<file path="config.mk">
export PLATFORM = sky130hd
export DESIGN_NAME = mips_instr_encoder_flat
export DESIGN_NICKNAME = d
export VERILOG_FILES = /design/src/rtl/mips_instr_encoder_if.sv /design/src/rtl/mips_instr_encoder.sv /design/src/flat_wrapper.sv
export SDC_FILE = /design/constraint.sdc
export NUM_CORES = 1
export LEC_CHECK = 0
export ABC_AREA = 0
export CAP_MARGIN = 20
export CORE_ASPECT_RATIO = 1.2
export CORE_MARGIN = 10
export CORE_UTILIZATION = 40
export DETAILED_ROUTE_END_ITERATION = 6
export MAX_ROUTING_LAYER = met4
export PLACE_DENSITY_LB_ADDON = 0.08
export SLEW_MARGIN = 25
export SYNTH_ARGS = -nofsm -noshare
export SYNTH_HDL_FRONTEND = slang
export SYNTH_SLANG_ARGS = --single-unit
</file>
<file path="constraint.sdc">
create_clock -name i_clk -period 1.7 [get_ports i_clk]
set_input_delay 0.17 -clock i_clk [delete_from_list [all_inputs] [get_ports i_clk]]
set_output_delay 0.17 -clock i_clk [all_outputs]
set_load 0.1 [all_outputs]
</file>
<file path="src/rtl/mips_instr_encoder_if.sv">
// Field-beat and instruction-memory write bus of mips_instr_encoder.
// The slave modport is the encoder side: it consumes beats and drives the write port.
interface mips_instr_encoder_if #(
  parameter int IM_AW = 10
);
  logic             in_valid;
  logic             in_ready;
  logic [4:0]       in_mnem;
  logic [4:0]       in_rs;
  logic [4:0]       in_rt;
  logic [4:0]       in_rd;
  logic [4:0]       in_shamt;
  logic [15:0]      in_imm;
  logic [25:0]      in_target;
  logic             im_we;
  logic [IM_AW-1:0] im_addr;
  logic [31:0]      im_wdata;

  modport slave (
    input  in_valid, in_mnem, in_rs, in_rt, in_rd, in_shamt, in_imm, in_target,
    output in_ready, im_we, im_addr, im_wdata
  );

  modport master (
    output in_valid, in_mnem, in_rs, in_rt, in_rd, in_shamt, in_imm, in_target,
    input  in_ready, im_we, im_addr, im_wdata
  );
endinterface

</file>
<file path="src/rtl/mips_instr_encoder.sv">
// Encodes symbolic MIPS fields into 32-bit words and writes them sequentially into
// instruction memory. Define ENC_ILLEGAL_CHECK_EN to drop illegal codes and raise err.
module mips_instr_encoder #(
  parameter int IM_AW = 10
) (
  input  logic               i_clk,
  input  logic               i_rst,
  input  logic               i_start,
  input  logic [IM_AW-1:0]   i_base_addr,
  input  logic               i_finish,
  mips_instr_encoder_if.slave bus,
  output logic               o_busy,
  output logic               o_done,
  output logic               o_full,
  output logic               o_err,
  output logic [IM_AW:0]     o_word_count
);

  // state   | meaning
  // S_IDLE  | waiting for start after reset
  // S_LOAD  | accepting beats and writing words
  // S_DONE  | load ended (finish or memory full), waiting for start
  localparam logic [1:0] S_IDLE = 2'd0;
  localparam logic [1:0] S_LOAD = 2'd1;
  localparam logic [1:0] S_DONE = 2'd2;

  localparam logic [4:0] MN_ADD  = 5'd0;
  localparam logic [4:0] MN_SUB  = 5'd1;
  localparam logic [4:0] MN_AND  = 5'd2;
  localparam logic [4:0] MN_OR   = 5'd3;
  localparam logic [4:0] MN_SLT  = 5'd4;
  localparam logic [4:0] MN_SLTU = 5'd5;
  localparam logic [4:0] MN_ADDU = 5'd6;
  localparam logic [4:0] MN_SUBU = 5'd7;
  localparam logic [4:0] MN_SLL  = 5'd8;
  localparam logic [4:0] MN_NOR  = 5'd9;
  localparam logic [4:0] MN_SRL  = 5'd10;
  localparam logic [4:0] MN_SLLV = 5'd11;
  localparam logic [4:0] MN_SRLV = 5'd12;
  localparam logic [4:0] MN_JR   = 5'd13;
  localparam logic [4:0] MN_JALR = 5'd14;
  localparam logic [4:0] MN_ADDI = 5'd15;
  localparam logic [4:0] MN_ORI  = 5'd16;
  localparam logic [4:0] MN_LW   = 5'd17;
  localparam logic [4:0] MN_SW   = 5'd18;
  localparam logic [4:0] MN_BEQ  = 5'd19;
  localparam logic [4:0] MN_LUI  = 5'd20;
  localparam logic [4:0] MN_SLTI = 5'd21;
  localparam logic [4:0] MN_BNE  = 5'd22;
  localparam logic [4:0] MN_ANDI = 5'd23;
  localparam logic [4:0] MN_J    = 5'd24;
  localparam logic [4:0] MN_JAL  = 5'd25;

  logic [1:0]       r_state;
  logic [IM_AW-1:0] r_next_addr;
  logic [IM_AW:0]   r_word_count;
  logic             r_full;
  logic             r_we;
  logic [IM_AW-1:0] r_addr;
  logic [31:0]      r_wdata;

  logic             w_ready;
  logic             w_accept;
  logic             w_launch;
  logic             w_drop;
  logic             w_last;
  logic [4:0]       w_rs;
  logic [4:0]       w_rt;
  logic [4:0]       w_rd;
  logic [4:0]       w_shamt;
  logic [5:0]       w_funct;
  logic [5:0]       w_op;
  logic [31:0]      w_enc;

  assign w_ready  = (r_state == S_LOAD);
  assign w_accept = bus.in_valid & w_ready;
  assign w_launch = i_start & ((r_state == S_IDLE) | (r_state == S_DONE));
  assign w_last   = &r_next_addr;

  always_comb begin
    w_funct = 6'h00;
    case (bus.in_mnem)
      MN_ADD:  w_funct = 6'h20;
      MN_SUB:  w_funct = 6'h22;
      MN_AND:  w_funct = 6'h24;
      MN_OR:   w_funct = 6'h25;
      MN_SLT:  w_funct = 6'h2A;
      MN_SLTU: w_funct = 6'h2B;
      MN_ADDU: w_funct = 6'h21;
      MN_SUBU: w_funct = 6'h23;
      MN_SLL:  w_funct = 6'h00;
      MN_NOR:  w_funct = 6'h27;
      MN_SRL:  w_funct = 6'h02;
      MN_SLLV: w_funct = 6'h04;
      MN_SRLV: w_funct = 6'h06;
      MN_JR:   w_funct = 6'h08;
      MN_JALR: w_funct = 6'h09;
      default: w_funct = 6'h00;
    endcase
  end

  always_comb begin
    w_op = 6'h00;
    case (bus.in_mnem)
      MN_ADDI: w_op = 6'h08;
      MN_ORI:  w_op = 6'h0D;
      MN_LW:   w_op = 6'h23;
      MN_SW:   w_op = 6'h2B;
      MN_BEQ:  w_op = 6'h04;
      MN_LUI:  w_op = 6'h0F;
      MN_SLTI: w_op = 6'h0A;
      MN_BNE:  w_op = 6'h05;
      MN_ANDI: w_op = 6'h0C;
      MN_J:    w_op = 6'h02;
      MN_JAL:  w_op = 6'h03;
      default: w_op = 6'h00;
    endcase
  end

  // Only the constant shifts carry shamt; they ignore rs instead.
  always_comb begin
    w_rs    = bus.in_rs;
    w_rt    = bus.in_rt;
    w_rd    = bus.in_rd;
    w_shamt = 5'd0;
    if ((bus.in_mnem == MN_SLL) || (bus.in_mnem == MN_SRL)) begin
      w_rs    = 5'd0;
      w_shamt = bus.in_shamt;
    end
    if (bus.in_mnem == MN_JR) begin
      w_rt = 5'd0;
      w_rd = 5'd0;
    end
    if (bus.in_mnem == MN_JALR) w_rt = 5'd0;
    if (bus.in_mnem == MN_LUI)  w_rs = 5'd0;
  end

  // Illegal codes fall through to all-zero, which the core executes as a nop.
  always_comb begin
    w_enc = 32'h0000_0000;
    if (bus.in_mnem <= MN_JALR)
      w_enc = {6'h00, w_rs, w_rt, w_rd, w_shamt, w_funct};
    else if (bus.in_mnem <= MN_ANDI)
      w_enc = {w_op, w_rs, w_rt, bus.in_imm};
    else if (bus.in_mnem <= MN_JAL)
      w_enc = {w_op, bus.in_target};
  end

`ifdef ENC_ILLEGAL_CHECK_EN
  logic r_err;
  logic w_illegal;

  assign w_illegal = (bus.in_mnem > MN_JAL);
  assign w_drop    = w_illegal;

  always_ff @(posedge i_clk) begin
    if (i_rst)
      r_err <= 1'b0;
    else if (w_launch)
      r_err <= 1'b0;
    else if (w_accept && w_illegal)
      r_err <= 1'b1;
  end

  assign o_err = r_err;
`else
  assign w_drop = 1'b0;
  assign o_err  = 1'b0;
`endif

  always_ff @(posedge i_clk) begin
    if (i_rst) begin
      r_state      <= S_IDLE;
      r_next_addr  <= '0;
      r_word_count <= '0;
      r_full       <= 1'b0;
      r_we         <= 1'b0;
      r_addr       <= '0;
      r_wdata      <= '0;
    end else begin
      r_we <= 1'b0;
      case (r_state)
        S_IDLE, S_DONE: begin
          if (w_launch) begin
            r_next_addr  <= i_base_addr;
            r_word_count <= '0;
            r_full       <= 1'b0;
            r_state      <= S_LOAD;
          end
        end
        S_LOAD: begin
          if (w_accept && !w_drop) begin
            r_we         <= 1'b1;
            r_addr       <= r_next_addr;
            r_wdata      <= w_enc;
            r_next_addr  <= r_next_addr + IM_AW'(1);
            r_word_count <= r_word_count + (IM_AW+1)'(1);
            // Top of memory: stop rather than wrap onto the start of the program.
            if (w_last) begin
              r_full  <= 1'b1;
              r_state <= S_DONE;
            end
          end
          if (i_finish) r_state <= S_DONE;
        end
        default: r_state <= S_IDLE;
      endcase
    end
  end

  assign bus.in_ready  = w_ready;
  assign bus.im_we     = r_we;
  assign bus.im_addr   = r_addr;
  assign bus.im_wdata  = r_wdata;
  assign o_busy        = (r_state == S_LOAD);
  assign o_done        = (r_state == S_DONE);
  assign o_full        = r_full;
  assign o_word_count  = r_word_count;

endmodule

</file>
<file path="src/flat_wrapper.sv">
// flat-port wrapper written by rule: the top's interface ports become plain ports
module mips_instr_encoder_flat 
#(
  parameter int IM_AW = 10
)
  (i_clk, i_rst, i_start, i_base_addr, i_finish, o_busy, o_done, o_full, o_err, o_word_count, bus_in_valid, bus_in_mnem, bus_in_rs, bus_in_rt, bus_in_rd, bus_in_shamt, bus_in_imm, bus_in_target, bus_in_ready, bus_im_we, bus_im_addr, bus_im_wdata);
  mips_instr_encoder_if #(.IM_AW(IM_AW)) bus_i ();
  input  logic i_clk;
  input  logic i_rst;
  input  logic i_start;
  input  logic [IM_AW-1:0] i_base_addr;
  input  logic i_finish;
  output logic o_busy;
  output logic o_done;
  output logic o_full;
  output logic o_err;
  output logic [IM_AW:0] o_word_count;
  input wire logic [$bits(bus_i.in_valid)-1:0] bus_in_valid;
  input wire logic [$bits(bus_i.in_mnem)-1:0] bus_in_mnem;
  input wire logic [$bits(bus_i.in_rs)-1:0] bus_in_rs;
  input wire logic [$bits(bus_i.in_rt)-1:0] bus_in_rt;
  input wire logic [$bits(bus_i.in_rd)-1:0] bus_in_rd;
  input wire logic [$bits(bus_i.in_shamt)-1:0] bus_in_shamt;
  input wire logic [$bits(bus_i.in_imm)-1:0] bus_in_imm;
  input wire logic [$bits(bus_i.in_target)-1:0] bus_in_target;
  output wire logic [$bits(bus_i.in_ready)-1:0] bus_in_ready;
  output wire logic [$bits(bus_i.im_we)-1:0] bus_im_we;
  output wire logic [$bits(bus_i.im_addr)-1:0] bus_im_addr;
  output wire logic [$bits(bus_i.im_wdata)-1:0] bus_im_wdata;
  assign bus_i.in_valid = bus_in_valid;
  assign bus_i.in_mnem = bus_in_mnem;
  assign bus_i.in_rs = bus_in_rs;
  assign bus_i.in_rt = bus_in_rt;
  assign bus_i.in_rd = bus_in_rd;
  assign bus_i.in_shamt = bus_in_shamt;
  assign bus_i.in_imm = bus_in_imm;
  assign bus_i.in_target = bus_in_target;
  assign bus_in_ready = bus_i.in_ready;
  assign bus_im_we = bus_i.im_we;
  assign bus_im_addr = bus_i.im_addr;
  assign bus_im_wdata = bus_i.im_wdata;
  mips_instr_encoder #(.IM_AW(IM_AW)) u_core (.i_clk(i_clk), .i_rst(i_rst), .i_start(i_start), .i_base_addr(i_base_addr), .i_finish(i_finish), .bus(bus_i), .o_busy(o_busy), .o_done(o_done), .o_full(o_full), .o_err(o_err), .o_word_count(o_word_count));
endmodule
</file>
=== Word level (Yosys, flattened, before mapping) ===
Memories as Yosys holds them, arrays and structs flattened.
Cells that the tools add are included.

* Equality and inequality tests: 12
* Reductions and logical operators: 10
* Add/subtract/negate cells: 2
* $lt $le $gt $ge: 3
* Muxes and demuxes: 26
* Bitwise gates (word level): 4

{| class="wikitable"
|+ Operator list
! kind !! number
|-
| 32-bit 2-to-1 mux || 3
|-
| 5-bit 2-to-1 mux || 6
|-
| 11-bit 2-to-1 mux || 2
|-
| 11-bit one-hot mux with 2 select lines || 1
|-
| 5-bit by 4-bit equality test with 1-bit output, second input constant || 4
|-
| 10-bit 2-to-1 mux || 2
|-
| 10-bit one-hot mux with 2 select lines || 1
|-
| 11-bit by 1-bit adder with 11-bit output, second input constant || 1
|-
| 10-bit by 1-bit adder with 10-bit output, second input constant || 1
|-
| 5-bit <= comparator, second input constant || 2
|-
| 10-bit AND reduction || 1
|-
| 2-bit 2-to-1 mux || 4
|-
| 6-bit 2-to-1 mux || 1
|-
| 3-bit != test, second input constant || 2
|-
| 3-bit AND reduction || 2
|-
| 5-bit equality test, second input constant || 1
|-
| 5-bit by 4-bit <= comparator with 1-bit output, second input constant || 1
|-
| 1-bit 2-to-1 mux || 4
|-
| 2-bit != test, second input constant || 2
|-
| 2-bit one-hot mux with 2 select lines || 1
|-
| 4-bit AND reduction || 1
|-
| 2-bit OR reduction || 2
|-
| 1-bit bitwise AND || 2
|-
| 2-bit by 1-bit equality test with 1-bit output, second input constant || 1
|-
| other kinds (9) || 9
|}

* Memories kept: 2
* Word-level logic and storage cells: 66
* ROM bits: 240
* Input bits: 82
* Output and inout port bits: 59
* Bits in registers: 67

{| class="wikitable"
|+ Memories
! memory !! words !! bits a word !! rd ports !! clocked after Yosys merged registers in !! write ports !! line !! RTL
|-
| (no name shown) || 32 || 5 || 1 || 0 || 0 || mips_instr_encoder.sv:104 || <nowiki>case (bus.in_mnem)</nowiki>
|-
| (no name shown) || 16 || 5 || 1 || 0 || 0 || mips_instr_encoder.sv:82 || <nowiki>case (bus.in_mnem)</nowiki>
|}

=== Depth between registers and ports, before layout ===
* Word-level depth: 6
* Mapped depth: 8
* Depth with buffers taken out: 6

=== Worst setup path before layout ===
OpenSTA, ideal clock, no wires.

* Kind: reg-to-reg
* Start: register u_core.r_state[1]
* End: register u_core.r_state[1]
* Cell stages (with the launch flop): 5
* Arrival: 2,208 ps
* Clock period less this slack: 2,286 ps
* Required time: 1,622 ps
* Setup slack: -586 ps
* Path buffers: 0
* Setup time: 78 ps
* Cells stage by stage: dfxtp_1 -> nor2b_1 -> nor2b_1 -> a311oi_1 -> nor3_1

* Cells in the longest elaborated chain, start to end: 5
* Elaborated cells on any way between the ends: 12
* Those cells by class: 5 x eq/ne; 1 x mux; 3 x bitwise; 3 x reduce/logical

{| class="wikitable"
|+ RTL lines
! element !! line !! RTL
|-
| start: declaration || mips_instr_encoder.sv:54 || <nowiki>logic [1:0] r_state;</nowiki>
|-
| start signal: assignment || mips_instr_encoder.sv:173 || <nowiki>r_state <= S_IDLE;</nowiki>
|-
| start signal: assignment || mips_instr_encoder.sv:188 || <nowiki>r_state <= S_LOAD;</nowiki>
|-
| start signal: assignment || mips_instr_encoder.sv:201 || <nowiki>r_state <= S_DONE;</nowiki>
|-
| 2-bit equality test (*) || n/a ||
|-
| named net o_done || flat_wrapper.sv:14 || <nowiki>output logic o_done;</nowiki>
|-
| 1-bit OR || mips_instr_encoder.sv:77 || <nowiki>assign w_launch = i_start & ((r_state == S_IDLE) | (r_state == S_DONE));</nowiki>
|-
| 1-bit bitwise AND || mips_instr_encoder.sv:77 ||
|-
| 2-bit by 1-bit != test with 1-bit output (no line) || n/a ||
|-
| 3-bit AND reduction (no line) || n/a ||
|}

The timed path passes the listed nets; every way through them passes the cells marked *.
A chain may end at the register's enable or synchronous reset.

=== Worst setup path after layout ===
* Start: input bus_in_mnem[2]
* End: register u_core.r_wdata[9] (netlist: u_core.bus.im_wdata[9])

* Cells in the longest elaborated chain, start to end: 4
* Elaborated cells on any way between the ends: 10
* Those cells by class: 3 x order compare; 2 x eq/ne; 4 x mux; 1 x reduce/logical

{| class="wikitable"
|+ RTL lines
! element !! line !! RTL
|-
| start: declaration || flat_wrapper.sv:19 || <nowiki>input wire logic [$bits(bus_i.in_mnem)-1:0] bus_in_mnem;</nowiki>
|-
| 5-bit <= comparator / 5-bit by 4-bit equality test with 1-bit output (equally long branches) || mips_instr_encoder.sv:145, mips_instr_encoder.sv:126 ||
|-
| 32-bit 2-to-1 mux / 1-bit logical OR (equally long branches) || mips_instr_encoder.sv:145, mips_instr_encoder.sv:126 ||
|-
| 32-bit 2-to-1 mux / 5-bit 2-to-1 mux (equally long branches) || mips_instr_encoder.sv:143, mips_instr_encoder.sv:126 ||
|-
| 32-bit 2-to-1 mux (*) || mips_instr_encoder.sv:141 || <nowiki>if (bus.in_mnem <= MN_JALR)</nowiki>
|-
| end signal: assignment || mips_instr_encoder.sv:195 || <nowiki>r_wdata <= w_enc;</nowiki>
|-
| end: declaration || mips_instr_encoder.sv:60 || <nowiki>logic [31:0] r_wdata;</nowiki>
|}

Mark *: on every way between the ends. The rest lies on a longest branch, timed or not.

==> results.txt <==
The run finished with clean final reports. The sum of routed wire length over all layers is 13650 um. The H-tree depth came out at 3. The total count of hold-check failures in the final report came out at 0. Entering global routing, the biggest net connects 27 pins.

The critical path class is primary input to flip-flop. Clock-pin slew was measured on the worst setup and hold paths at 0.07 ns. For this design, the slowest cell found on the critical path is sky130_fd_sc_hd__clkdlybuf4s50_1.

The initialized floorplan defines 38 standard-cell rows. For this run, the number of Yosys warnings is 0. STA classifies the critical path startpoint as a primary input. Using the TritonRoute via totals, the vias-per-cell ratio works out to 5.443. The flip-flop cell with the highest count after synthesis is sky130_fd_sc_hd__dfxtp_1. The cell total after placement is 746. The synthesis-to-finish area growth came out at 64.89%. The data required time of the worst path is 1.96 ns. The startpoint identified for the worst register-to-register timing path is u_core.r_next_addr[0]. The summed instance area of the synthesized netlist came out at 0.003774 sq mm. The worst hold path begins at i_rst.

The antenna diode instance count came out at 0. The detailed router's first-iteration violation count came out at 178. The final number of max-transition violations came out at 0.

The clock root buffer is sky130_fd_sc_hd__clkbuf_8. The time the worst path needs with I/O delays and setup is 1.599 ns. The gate count of the mapped netlist came out at 463. The post-synthesis mux area share came out at 1.160%. The synthesized netlist devotes 27.35% of its cell area to compound gates. Overall power consumption after layout is estimated at 4.379 mW.

The count of hold-fix buffers inserted at cts is 0. The share of the yosys chip area belonging to registers is 35.01%. The count of buffers added on input and output ports is 138. The maximum ir drop on the vdd rail is 0.3934 mV. The source of the critical timing path is bus_in_mnem[2]. The signal on the critical path passes through clkdlybuf4s50_1 > buf_4 > a221oi_4 > bufbuf_16 > nand3_1 > a211oi_2. The total clock buffers created by CTS came out at 9. Setup violations remaining at the end of the flow were counted as 0. Dividing total power by cell area gives a power density of 703.7 mW/mm^2. By count the netlist is led by sky130_fd_sc_hd__dfxtp_1 (66), sky130_fd_sc_hd__nand2_1 (41), sky130_fd_sc_hd__nor2_1 (39). The die covers 0.01374 sq mm. The biggest area consumer among synthesized cells is sky130_fd_sc_hd__dfxtp_1. Summing the areas of all and, or, nand and nor instances in the mapped netlist gives 23.91% of the synthesized area. The most frequent cell after synthesis is sky130_fd_sc_hd__dfxtp_1. The worst hold-check path type is primary input to flip-flop. The setup slack after placement is -0.4929 ns. The clock skew is 0.007200 ns. The finished layout holds 768 standard cells, fillers aside. The vertical die dimension is 126.4 um.

Max-cap violations in this run came to 0. Yosys attributes the largest share of cell area to sky130_fd_sc_hd__dfxtp_1 (35%), sky130_fd_sc_hd__nand3_1 (4.4%), sky130_fd_sc_hd__a21oi_1 (4.1%), sky130_fd_sc_hd__nand2_1 (4.1%), sky130_fd_sc_hd__nor2_1 (3.9%). The overflow left after global routing is 0. The via count of the first global-routing pass was 4401.

In this design, the stage delay of the slowest critical-path cell is 0.46 ns. The total vias in the final route came out at 4180. For this configuration, the core starts out at a cell density of 41.34%. Based on the critical path, the design can be clocked at up to 625.4 MHz. The clock latency on the worst-skew pair is 0.34 ns. The mean instance size in the synthesized netlist came out at 8.150 sq um. The total leakage power is 2.422 nW. The ratio of final minimum period to clock period is 94.06%.

The core utilization of the finished layout came out at 68.16%. The final weighted congestion in routability-driven placement came out at 0.9009. The post-synthesis adder-cell area fraction is 3.316%. After detailed routing, the average wire length per cell comes to 17.77 um. In this run, synthesis inferred 0 flip-flops with an integrated enable. The number of nets with antenna violations after routing is 0.

The number of distinct library cell variants in the gate-level netlist after synthesis is 73. After legalization and detailed placement, the total HPWL measured 10460 um. The total global-route track usage is 20.68%.

The post-synthesis sequential element count is 66. The chip width is 108.7 um. For this design the top-level I/O count stands at 141. Hold timing on the final database bottoms out at a slack of 0.2647 ns. Clock tree synthesis found a total of 66 sinks. Setup repair after global routing could not meet its margin everywhere. By area, the combinational part of the netlist is dominated by compound AO/OA/AOI/OAI gates. The total core area is 0.009129 sq mm.

The first global-routing pass estimated 22350 um of wire. The remaining routing DRC violations is 0. The critical path data arrival time is 1.86 ns. The final worst setup slack is 0.1011 ns. The length of the first detailed-routing pass in iterations came out at 4. Cells with a size suffix above 1 make up 28.24% of the layout. The CTS tree is built. Counting flops with an async set or reset pin after synthesis yields a share of 0%. The portion of synthesized cell area occupied by the leading cell type came out at 35.01%. The deepest clock path buffer count came out at 2.

The largest fanout on the critical path came out at 10. For this run, the post-layout net count is 735. Summing the areas of all xor and xnor instances in the mapped netlist gives 2.089% of the synthesized area.

The number of antenna violations at the first check in global routing is 0. The sort of element at the end of the critical path is a flip-flop.
cell type report:
type                            instances  area [sq um]
Sequential cell                        66          1340
Timing Repair Buffer                  209          2237
Multi-Input combinational cell        343          2237
Fill cell                             792          2907
Tap cell                              120         150.1
Clock inverter                          4         48.80
Inverter                               14         53.80
Clock buffer                           12         155.1
cells in the final DEF, fill, tap and decap left out, types with 3 or more instances in the layout:
cell type,n
sky130_fd_sc_hd__a2111oi_2,4
sky130_fd_sc_hd__a211oi_1,16
sky130_fd_sc_hd__a211oi_2,4
sky130_fd_sc_hd__a21oi_1,31
sky130_fd_sc_hd__a311oi_1,11
sky130_fd_sc_hd__a31oi_1,21
sky130_fd_sc_hd__and2_1,3
sky130_fd_sc_hd__buf_12,33
sky130_fd_sc_hd__buf_4,91
sky130_fd_sc_hd__clkbuf_8,11
sky130_fd_sc_hd__clkdlybuf4s50_1,77
sky130_fd_sc_hd__dfxtp_1,55
sky130_fd_sc_hd__dfxtp_2,9
sky130_fd_sc_hd__ha_1,10
sky130_fd_sc_hd__inv_1,12
sky130_fd_sc_hd__nand2_1,41
sky130_fd_sc_hd__nand2b_1,7
sky130_fd_sc_hd__nand3_1,32
sky130_fd_sc_hd__nand3b_1,5
sky130_fd_sc_hd__nand4_1,6
sky130_fd_sc_hd__nor2_1,39
sky130_fd_sc_hd__nor2b_1,8
sky130_fd_sc_hd__nor3_1,7
sky130_fd_sc_hd__nor3b_1,5
sky130_fd_sc_hd__o21ai_0,13
sky130_fd_sc_hd__o21ai_1,6
sky130_fd_sc_hd__o21bai_1,5
sky130_fd_sc_hd__xnor2_1,7
cells by family after synthesis:
group / after synthesis
simple gates: 177
fa+ha+maj: 10
flops: 66
xor+xnor: 9
mux: 3
other cells: 1
compound gates: 142
buf+inv: 55
registers in the layout, summed over array words and instances (netlist names):
register,cells
u_core.r_next_addr,10
u_core.o_full,1
u_core.o_word_count,11
u_core.bus.im_addr,10
u_core.bus.im_wdata,31
u_core.bus.im_we,1
u_core.r_state,2
power by group:
group	internal [mW]	switching, mW	leakage, nW
clock	0.757	0.610	0.103
combinational	0.573	0.776	1.78
sequential	1.61	0.0544	0.543
total	2.94	1.44	2.42
critical path, delay by kind of cell:
family	cells	cell delay, ns
AND/OR/NAND/NOR	1	0.08
AO/OA/AOI/OAI	2	0.62
buffers and inverters	3	1.00
metal layers:
layer,wire (um),vias up,global-route usage (%)
met5,0,-,-
li1,-,2056,-
met4,422,0,7.537
met3,806,29,5.522
met1,5435,1955,23.23
met2,6987,140,34.32
path summary, 6_finish.rpt:
| kind | end | slack, ns | depth (start not counted) |
|---|---|---|---|
| setup reg to reg | u_core.r_state[1] | 0.13 | 6 |
| setup / recovery | u_core.bus.im_wdata[9] | 0.10 | 6 |
| hold reg to reg | u_core.bus.im_addr[9] | 0.46 | 2 |
| hold / removal | u_core.r_next_addr[2] | 0.26 | 2 |
through the flow:
step	area (sq um)	setup TNS (ns)
6_report	6222	0
4_1_cts	6186	0
5_1_grt	6222	-0.02819
3_3_place_gp	5868	-10.65
3_5_place_dp	5868	-11.46
2_1_floorplan	3797	-0.02862
repair_timing:
action	4_1_cts	5_1_grt
resized for setup	9	9
setup buffers	4	0
gates cloned	2	0
pin swaps	2	1
setup endpoints to repair	25	12
Note: power is estimated with default switching activity, not from simulation.
